File: src/rtl/sap1_alu_pkg.sv
// Shared encodings for the multi-op SAP1 ALU: operation codes and the
// sequential multiplier state encoding.
package sap1_alu_pkg;

    localparam logic [3:0] OP_ADD   = 4'd0;
    localparam logic [3:0] OP_SUB   = 4'd1;
    localparam logic [3:0] OP_ADC   = 4'd2;
    localparam logic [3:0] OP_SBC   = 4'd3;
    localparam logic [3:0] OP_AND   = 4'd4;
    localparam logic [3:0] OP_OR    = 4'd5;
    localparam logic [3:0] OP_XOR   = 4'd6;
    localparam logic [3:0] OP_NOT   = 4'd7;
    localparam logic [3:0] OP_SHL   = 4'd8;
    localparam logic [3:0] OP_SHR   = 4'd9;
    localparam logic [3:0] OP_PASSB = 4'd10;
    localparam logic [3:0] OP_MUL   = 4'd11;

    typedef enum logic [1:0] {
        ST_IDLE = 2'd0,
        ST_RUN  = 2'd1,
        ST_DONE = 2'd2
    } mul_state_t;

endpackage

File: src/rtl/alu_multi_if.sv
// Operand/result bundle between the register file, decoder and the ALU.
// Handshake: a MUL is accepted when i_start & i_op==OP_MUL is seen on an enabled
// edge while IDLE; o_busy covers the run and o_done marks one enabled cycle of valid product.
interface alu_multi_if #(parameter int WIDTH = 8);
    logic [3:0]       i_op;
    logic             i_start;
    logic             i_latch_flags;
    logic [WIDTH-1:0] i_a;
    logic [WIDTH-1:0] i_b;
    logic [WIDTH-1:0] o_data;
    logic [WIDTH-1:0] o_data_hi;
    logic             o_busy;
    logic             o_done;
    logic             o_zero;
    logic             o_carry;
    logic             o_odd;
    logic             o_neg;
    logic             o_ovf;
    logic [1:0]       o_dbg_state;

    modport master (
        output i_op, i_start, i_latch_flags, i_a, i_b,
        input  o_data, o_data_hi, o_busy, o_done,
               o_zero, o_carry, o_odd, o_neg, o_ovf, o_dbg_state
    );

    modport slave (
        input  i_op, i_start, i_latch_flags, i_a, i_b,
        output o_data, o_data_hi, o_busy, o_done,
               o_zero, o_carry, o_odd, o_neg, o_ovf, o_dbg_state
    );
endinterface

File: src/rtl/alu_multi_mul_seq.sv
// Sequential shift-add multiplier: one partial product per enabled cycle,
// WIDTH steps, product left in {hi, lo} until the next start.
module alu_mul_seq
    import sap1_alu_pkg::*;
#(
    parameter int WIDTH = 8
) (
    input  logic             clk,
    input  logic             rst_n,
    input  logic             clk_en,
    input  logic             i_start,
    input  logic [WIDTH-1:0] i_a,
    input  logic [WIDTH-1:0] i_b,
    output logic [WIDTH-1:0] o_lo,
    output logic [WIDTH-1:0] o_hi,
    output logic             o_busy,
    output logic             o_done,
    output mul_state_t       o_state
);

    localparam int CNT_W = $clog2(WIDTH + 1);

    mul_state_t       r_state;
    mul_state_t       w_next;
    logic [WIDTH-1:0] r_mcand;
    logic [WIDTH-1:0] r_acc;
    logic [WIDTH-1:0] r_mplier;
    logic [CNT_W-1:0] r_cnt;
    logic [WIDTH:0]   w_sum;
    logic             w_last;

    // The multiplier register doubles as the product low half as bits shift in.
    assign w_sum  = {1'b0, r_acc} + (r_mplier[0] ? {1'b0, r_mcand} : '0);
    assign w_last = (r_cnt == CNT_W'(WIDTH - 1));

    always_ff @(posedge clk or negedge rst_n) begin
        if (!rst_n) begin
            r_state <= ST_IDLE;
        end else if (clk_en) begin
            r_state <= w_next;
        end
    end

    always_comb begin
        w_next = r_state;
        case (r_state)
            ST_IDLE: if (i_start) w_next = ST_RUN;
            ST_RUN:  if (w_last)  w_next = ST_DONE;
            ST_DONE: w_next = ST_IDLE;
            default: w_next = ST_IDLE;
        endcase
    end

    always_comb begin
        o_busy  = (r_state == ST_RUN);
        o_done  = (r_state == ST_DONE);
        o_state = r_state;
    end

    always_ff @(posedge clk or negedge rst_n) begin
        if (!rst_n) begin
            r_mcand  <= '0;
            r_acc    <= '0;
            r_mplier <= '0;
            r_cnt    <= '0;
        end else if (clk_en) begin
            if (r_state == ST_IDLE && i_start) begin
                r_mcand  <= i_a;
                r_mplier <= i_b;
                r_acc    <= '0;
                r_cnt    <= '0;
            end else if (r_state == ST_RUN) begin
                r_acc    <= w_sum[WIDTH:1];
                r_mplier <= {w_sum[0], r_mplier[WIDTH-1:1]};
                r_cnt    <= r_cnt + CNT_W'(1);
            end
        end
    end

    assign o_lo = r_mplier;
    assign o_hi = r_acc;

endmodule

File: src/rtl/alu_multi.sv
// Multi-op ALU: combinational single-cycle ops, latched condition flags with
// carry chaining, and a sequential multiplier behind a start/busy/done handshake.
module alu_multi
    import sap1_alu_pkg::*;
#(
    parameter int WIDTH = 8
) (
    input  logic        clk,
    input  logic        rst_n,
    input  logic        clk_en,
    alu_multi_if.slave  bus
);

    localparam int MSB = WIDTH - 1;

    logic [WIDTH-1:0] w_alu_res;
    logic             w_alu_carry;
    logic             w_alu_ovf;
    logic [WIDTH:0]   w_ext;
    logic [WIDTH-1:0] w_lo;
    logic [WIDTH-1:0] w_hi;
    logic             w_busy;
    logic             w_done;
    mul_state_t       w_state;
    logic             w_mul_view;
    logic             w_mul_start;
    logic             r_zero;
    logic             r_carry;
    logic             r_odd;
    logic             r_neg;
    logic             r_ovf;

    always_comb begin
        w_ext       = '0;
        w_alu_res   = '0;
        w_alu_carry = 1'b0;
        w_alu_ovf   = 1'b0;
        case (bus.i_op)
            OP_ADD, OP_ADC: begin
                w_ext       = {1'b0, bus.i_a} + {1'b0, bus.i_b}
                            + {{WIDTH{1'b0}}, (bus.i_op == OP_ADC) & r_carry};
                w_alu_res   = w_ext[WIDTH-1:0];
                w_alu_carry = w_ext[WIDTH];
                w_alu_ovf   = (bus.i_a[MSB] == bus.i_b[MSB]) && (w_ext[MSB] != bus.i_a[MSB]);
            end
            OP_SUB, OP_SBC: begin
                // Bit WIDTH of the widened difference is the borrow.
                w_ext       = {1'b0, bus.i_a} - {1'b0, bus.i_b}
                            - {{WIDTH{1'b0}}, (bus.i_op == OP_SBC) & r_carry};
                w_alu_res   = w_ext[WIDTH-1:0];
                w_alu_carry = w_ext[WIDTH];
                w_alu_ovf   = (bus.i_a[MSB] != bus.i_b[MSB]) && (w_ext[MSB] != bus.i_a[MSB]);
            end
            OP_AND:   w_alu_res = bus.i_a & bus.i_b;
            OP_OR:    w_alu_res = bus.i_a | bus.i_b;
            OP_XOR:   w_alu_res = bus.i_a ^ bus.i_b;
            OP_NOT:   w_alu_res = ~bus.i_a;
            OP_SHL: begin
                w_alu_res   = {bus.i_a[WIDTH-2:0], 1'b0};
                w_alu_carry = bus.i_a[MSB];
            end
            OP_SHR: begin
                w_alu_res   = {1'b0, bus.i_a[WIDTH-1:1]};
                w_alu_carry = bus.i_a[0];
            end
            OP_PASSB: w_alu_res = bus.i_b;
            default:  w_alu_res = '0;
        endcase
    end

    assign w_mul_start = bus.i_start && (bus.i_op == OP_MUL);

    alu_mul_seq #(.WIDTH(WIDTH)) u_mul (
        .clk     (clk),
        .rst_n   (rst_n),
        .clk_en  (clk_en),
        .i_start (w_mul_start),
        .i_a     (bus.i_a),
        .i_b     (bus.i_b),
        .o_lo    (w_lo),
        .o_hi    (w_hi),
        .o_busy  (w_busy),
        .o_done  (w_done),
        .o_state (w_state)
    );

    assign w_mul_view = (bus.i_op == OP_MUL) || w_busy || w_done;

    // MUL flags are taken in DONE regardless of inputs; single-cycle flags only from IDLE.
    always_ff @(posedge clk or negedge rst_n) begin
        if (!rst_n) begin
            r_zero  <= 1'b0;
            r_carry <= 1'b0;
            r_odd   <= 1'b0;
            r_neg   <= 1'b0;
            r_ovf   <= 1'b0;
        end else if (clk_en) begin
            if (w_state == ST_DONE) begin
                r_zero  <= ({w_hi, w_lo} == '0);
                r_carry <= (w_hi != '0);
                r_odd   <= w_lo[0];
                r_neg   <= 1'b0;
                r_ovf   <= 1'b0;
            end else if (w_state == ST_IDLE && bus.i_latch_flags && bus.i_op != OP_MUL) begin
                r_zero  <= (w_alu_res == '0);
                r_carry <= w_alu_carry;
                r_odd   <= w_alu_res[0];
                r_neg   <= w_alu_res[MSB];
                r_ovf   <= w_alu_ovf;
            end
        end
    end

    assign bus.o_data      = w_mul_view ? w_lo : w_alu_res;
    assign bus.o_data_hi   = w_mul_view ? w_hi : '0;
    assign bus.o_busy      = w_busy;
    assign bus.o_done      = w_done;
    assign bus.o_zero      = r_zero;
    assign bus.o_carry     = r_carry;
    assign bus.o_odd       = r_odd;
    assign bus.o_neg       = r_neg;
    assign bus.o_ovf       = r_ovf;
    assign bus.o_dbg_state = w_state;

endmodule

File: src/flat_wrapper.sv
// flat-port wrapper written by rule: the top's interface ports become plain ports
module alu_multi_flat import sap1_alu_pkg::*;
#(
    parameter int WIDTH = 8
)
  (clk, rst_n, clk_en, bus_i_op, bus_i_start, bus_i_latch_flags, bus_i_a, bus_i_b, bus_o_data, bus_o_data_hi, bus_o_busy, bus_o_done, bus_o_zero, bus_o_carry, bus_o_odd, bus_o_neg, bus_o_ovf, bus_o_dbg_state);
  alu_multi_if #(.WIDTH(WIDTH)) bus_i ();
  input  logic clk;
  input  logic rst_n;
  input  logic clk_en;
  input wire logic [$bits(bus_i.i_op)-1:0] bus_i_op;
  input wire logic [$bits(bus_i.i_start)-1:0] bus_i_start;
  input wire logic [$bits(bus_i.i_latch_flags)-1:0] bus_i_latch_flags;
  input wire logic [$bits(bus_i.i_a)-1:0] bus_i_a;
  input wire logic [$bits(bus_i.i_b)-1:0] bus_i_b;
  output wire logic [$bits(bus_i.o_data)-1:0] bus_o_data;
  output wire logic [$bits(bus_i.o_data_hi)-1:0] bus_o_data_hi;
  output wire logic [$bits(bus_i.o_busy)-1:0] bus_o_busy;
  output wire logic [$bits(bus_i.o_done)-1:0] bus_o_done;
  output wire logic [$bits(bus_i.o_zero)-1:0] bus_o_zero;
  output wire logic [$bits(bus_i.o_carry)-1:0] bus_o_carry;
  output wire logic [$bits(bus_i.o_odd)-1:0] bus_o_odd;
  output wire logic [$bits(bus_i.o_neg)-1:0] bus_o_neg;
  output wire logic [$bits(bus_i.o_ovf)-1:0] bus_o_ovf;
  output wire logic [$bits(bus_i.o_dbg_state)-1:0] bus_o_dbg_state;
  assign bus_i.i_op = bus_i_op;
  assign bus_i.i_start = bus_i_start;
  assign bus_i.i_latch_flags = bus_i_latch_flags;
  assign bus_i.i_a = bus_i_a;
  assign bus_i.i_b = bus_i_b;
  assign bus_o_data = bus_i.o_data;
  assign bus_o_data_hi = bus_i.o_data_hi;
  assign bus_o_busy = bus_i.o_busy;
  assign bus_o_done = bus_i.o_done;
  assign bus_o_zero = bus_i.o_zero;
  assign bus_o_carry = bus_i.o_carry;
  assign bus_o_odd = bus_i.o_odd;
  assign bus_o_neg = bus_i.o_neg;
  assign bus_o_ovf = bus_i.o_ovf;
  assign bus_o_dbg_state = bus_i.o_dbg_state;
  alu_multi #(.WIDTH(WIDTH)) u_core (.clk(clk), .rst_n(rst_n), .clk_en(clk_en), .bus(bus_i));
endmodule
File: config.mk
export PLATFORM = sky130hd
export DESIGN_NAME = alu_multi_flat
export DESIGN_NICKNAME = d
export VERILOG_FILES = /design/src/rtl/sap1_alu_pkg.sv /design/src/rtl/alu_multi_if.sv /design/src/rtl/alu_multi_mul_seq.sv /design/src/rtl/alu_multi.sv /design/src/flat_wrapper.sv
export SDC_FILE = /design/constraint.sdc
export NUM_CORES = 1
export LEC_CHECK = 0
export CORE_MARGIN = 5
export CORE_UTILIZATION = 26
export CTS_CLUSTER_SIZE = 30
export DETAILED_ROUTE_END_ITERATION = 8
export HOLD_SLACK_MARGIN = 0.1
export PLACE_DENSITY = 0.5
export SKIP_LAST_GASP = 1
export SYNTH_ARGS = -nofsm -noshare
export SYNTH_HDL_FRONTEND = slang
export SYNTH_SLANG_ARGS = --single-unit
File: constraint.sdc
create_clock -name clk -period 4.55 [get_ports clk]
set_input_delay 0.91 -clock clk [delete_from_list [all_inputs] [get_ports clk]]
set_output_delay 0.91 -clock clk [all_outputs]
set_load 0.02 [all_outputs]
==> results.py <==
metrics = {
    "outcome": {
        "status": "complete, no violations",
    },
    "timing": {
        "timing.clock.skew_ns": 0.003696,
        "worst_slew_margin_rel": 0.6942,
        "min_period_over_period": 0.9756,
        "timing.final.crit_period_ns": 4.439,
        "max_freq_mhz": 225.3,
        "tightestPinTransition_ns": 0.4552,
        "setup_repair_after_global_routing_missed_its_margin": "yes",
        "report.final.setup_viol": 0,
        "hold_viol": 0,
        "finalMaxSlewViolations": 0,
        "final.setup.tns_ns": 0,
        "hold_ws_ns": 0.4788,
    },
    "drt": {
        "wirelength_um": 12560,
        "detail_route.iter0.violations": 220,
        "detail_route.vias_per_cell": 5.001,
        "detail_route.wl_per_cell_um": 16.59,
        "drt.antenna.violating_nets": 0,
        "num_vias": 3786,
        "detail_route.first_pass.iterations": 5,
        "drt_drc_violations_left": 0,
    },
    "cts": {
        "clkTransAtPathRegs_ns": 0.06,
        "clock-root-buffer": "clkbuf_16",
        "cts-buffers-inserted": 5,
        "tritoncts": "built",
        "postCtsHoldBufs": 0,
        "clock_sink_count": 35,
        "clock_tree.buffer_depth": 2,
        "worstSkewPairLatency_ns": 0.28,
        "htree_levels": 2,
    },
    "yosys": {
        "synth_enable_flop_cells": 0,
        "yosys_register_bits": 35,
        "asyncSetResetFlopFracSynth": 1.000,
        "post_synthesis_area_per_instance_um2": 8.015,
        "syn_nets": 522,
        "synthFlopType": "dfrtp_1",
        "synth_sequential_area_ratio": 0.2412,
        "synthDominantAreaCellType": "dfrtp_1",
        "synth_top_area_frac": 0.2412,
        "post_synth_main_area_contributors": "dfrtp_1 (24%), ha_1 (13%), o21ai_0 (6.6%)",
        "netlist_instances": 453,
        "synth.distinct_cells": 63,
        "synth-warning-count": 0,
        "syn_area_um2": 3631,
    },
    "floorplanning": {
        "core_area_um2": 13770,
        "floorplan.initialDensity": 0.2636,
        "core.rowCount": 43,
        "die_width_um": 128.2,
        "die_h_um": 128.2,
        "pin_count": 50,
        "floorplan.die_area_um2": 16430,
    },
    "worst_setup_path": {
        "start_kind": "input port",
        "setup.worst_path.end_class": "primary output",
        "timing.critical_path.mode_cell": "ha_1",
        "required_ns": 3.64,
        "timing.setup.critical_path_class": "in2out",
        "crit_chain": "clkdlybuf4s50_1 -> inv_1 -> ha_1 -> ha_1 -> nor3_1 -> a22oi_1 -> xnor2_1 -> o221ai_1 -> mux2_2 -> clkdlybuf4s15_2",
        "timing.critical_path.fanout_max": 2,
        "depth_of_the_most_critical_reg_to_reg_path": 12,
        "timing.critical_path.arrival_ns": 3.53,
        "critPathSlowestCell": "clkdlybuf4s50_1",
        "critical_path.max_stage_delay_ns": 0.48,
        "timing.reg2reg.setup_slack_ns": 1.33,
    },
    "layout": {
        "area_growth_pct": 42.18,
        "final_nets": 645,
        "insertedDiodeCount": 0,
        "drive_above_1_share": 0.2305,
        "layout.cell_area.non_filler_um2": 5162,
    },
    "global_routing": {
        "grt_start_max_net_pins": 36,
        "grt_pass1_vias": 3835,
        "grt_antenna_before_repair": 0,
        "gr-usage-all-layers": 0.1533,
        "grt_overflow_total": 0,
        "grt_first_pass_wirelength_um": 20240,
    },
    "place": {
        "finalWeightedCongestion": 0.8523,
        "place.detailed.hpwl_um": 10010,
        "place_area_um2": 4880,
        "buffer_ports.inserted": 49,
    },
    "power": {
        "cellLeakagePower_nw": 2.365,
        "worst_vdd_ir_uv": 134.7,
        "cellPowerDensity_nw_per_um2": 369.0,
    },
    "hold_path": {
        "worst_hold_path_type": "reg2reg",
        "worstHoldPathCells": 2,
    },
    "run": {
        "maxcap_violations": 0,
    },
}
-- worst max-delay path: cells and delay by family --
family | cells | cell delay, ns
buffers and inverters | 3 | 0.80
XOR/XNOR | 1 | 0.19
AO/OA/AOI/OAI | 2 | 0.37
adder cells (fa/ha/maj) | 2 | 0.54
multiplexers | 1 | 0.30
AND/OR/NAND/NOR | 1 | 0.42
-- placed cells by master (no fill, tap or decap), types with 10 or more instances in the layout --
cell type and instances:
a21oi_1 25, and2_1 17, buf_4 86, clkdlybuf4s50_1 35
dfrtp_1 35, ha_1 35, inv_1 32, nand2_1 45
nand3_1 15, nor2_1 25, nor2b_1 10, o21ai_0 46
-- path summary, 6_finish.rpt --
| kind | from | endpoint |
|---|---|---|
| max in group asynchronous | rst_n | u_core.u_mul.o_lo[6] |
| max | bus_i_b[5] | bus_o_data[6] |
| min in group asynchronous | rst_n | u_core.u_mul.r_cnt[1] |
| min reg2reg | u_core.u_mul.r_mcand[7] | u_core.u_mul.r_mcand[7] |
| min | u_core.u_mul.r_mcand[7] | u_core.u_mul.r_mcand[7] |
| max reg2reg | u_core.bus.o_carry | u_core.bus.o_zero |
-- cells in the mapped netlist (5+ instances only) --
| library cell | number |
|---|---|
| o21ai_0 | 48 |
| nand2_1 | 45 |
| ha_1 | 39 |
| dfrtp_1 | 35 |
| inv_1 | 34 |
| nor2_1 | 26 |
| a21oi_1 | 25 |
| and2_1 | 17 |
| nand3_1 | 15 |
| clkbuf_1 | 11 |
| nor2b_1 | 11 |
| nor3_1 | 9 |
| xnor2_1 | 9 |
| a211oi_1 | 6 |
| buf_2 | 6 |
| xor2_1 | 6 |
| a21o_1 | 5 |
| and3_1 | 5 |
| fa_1 | 5 |
| nand2b_1 | 5 |
| nor3b_1 | 5 |
-- timing repair --
item                                    CTS  global route
buffers inserted                          3             0
gates resized for setup                  55            13
hold endpoints to repair                  0             0
pin swaps                                12             7
endpoints found under the setup margin    8             7
-- registers in the layout (all words and copies together) (netlist names) --
name,count
u_core.u_mul.o_hi,8
u_core.u_mul.o_lo,8
u_core.u_mul.r_mcand,8
u_core.u_mul.r_cnt,4
u_core.u_mul.o_state,2
u_core.bus.o_carry,1
u_core.bus.o_neg,1
u_core.bus.o_odd,1
u_core.bus.o_ovf,1
u_core.bus.o_zero,1
-- cell type report --
class | instances | area [um^2]
fillers | 1464 | 8611
multi-input cells | 364 | 2650
repair buffers | 135 | 1106
flip-flops and latches | 35 | 875.8
well taps | 180 | 225.2
clock buffers | 6 | 138.9
inverters | 35 | 131.4
clock inverters | 2 | 35.03
-- per-stage QoR --
step / cells / setup WS, ns / power, mW / util
global route: 757 / -0.04149 / 2.042 / 0.3748
detailed placement: 746 / -0.6276 / 1.490 / 0.3543
finish: 757 / 0.1110 / 1.905 / 0.3748
global placement: 746 / -0.5878 / 1.471 / 0.3543
CTS: 757 / -0.01536 / 1.916 / 0.3735
floorplan: 453 / 0.05796 / 1.058 / -
-- power by group --
group          internal (mW)  switching [mW]  total [mW]  leakage [nW]
sequential             0.415           0.108       0.523         0.461
clock                  0.272           0.133       0.405        0.0868
combinational          0.466           0.510       0.976          1.82
total                   1.15           0.751        1.90          2.37
-- per-layer routing --
layer | routed length [um] | track usage
met5 | 0 | 0
met2 | 6213 | 0.2631
met4 | 313 | 0.04869
met3 | 475 | 0.01625
met1 | 5554 | 0.2015
-- logic make-up (layout without fill, tap and decap cells) --
| logic type | count (synthesis) | count (layout) | synth area share |
|---|---|---|---|
| buf+inv | 54 | 178 | 0.06099 |
| fa+ha+maj | 44 | 44 | 0.1620 |
| simple gates | 158 | 158 | 0.2216 |
| xor+xnor | 15 | 15 | 0.03618 |
| mux | 6 | 6 | 0.01826 |
| compound gates | 141 | 141 | 0.2598 |
| flops | 35 | 35 | 0.2412 |
(Power assumes the default switching activity.)
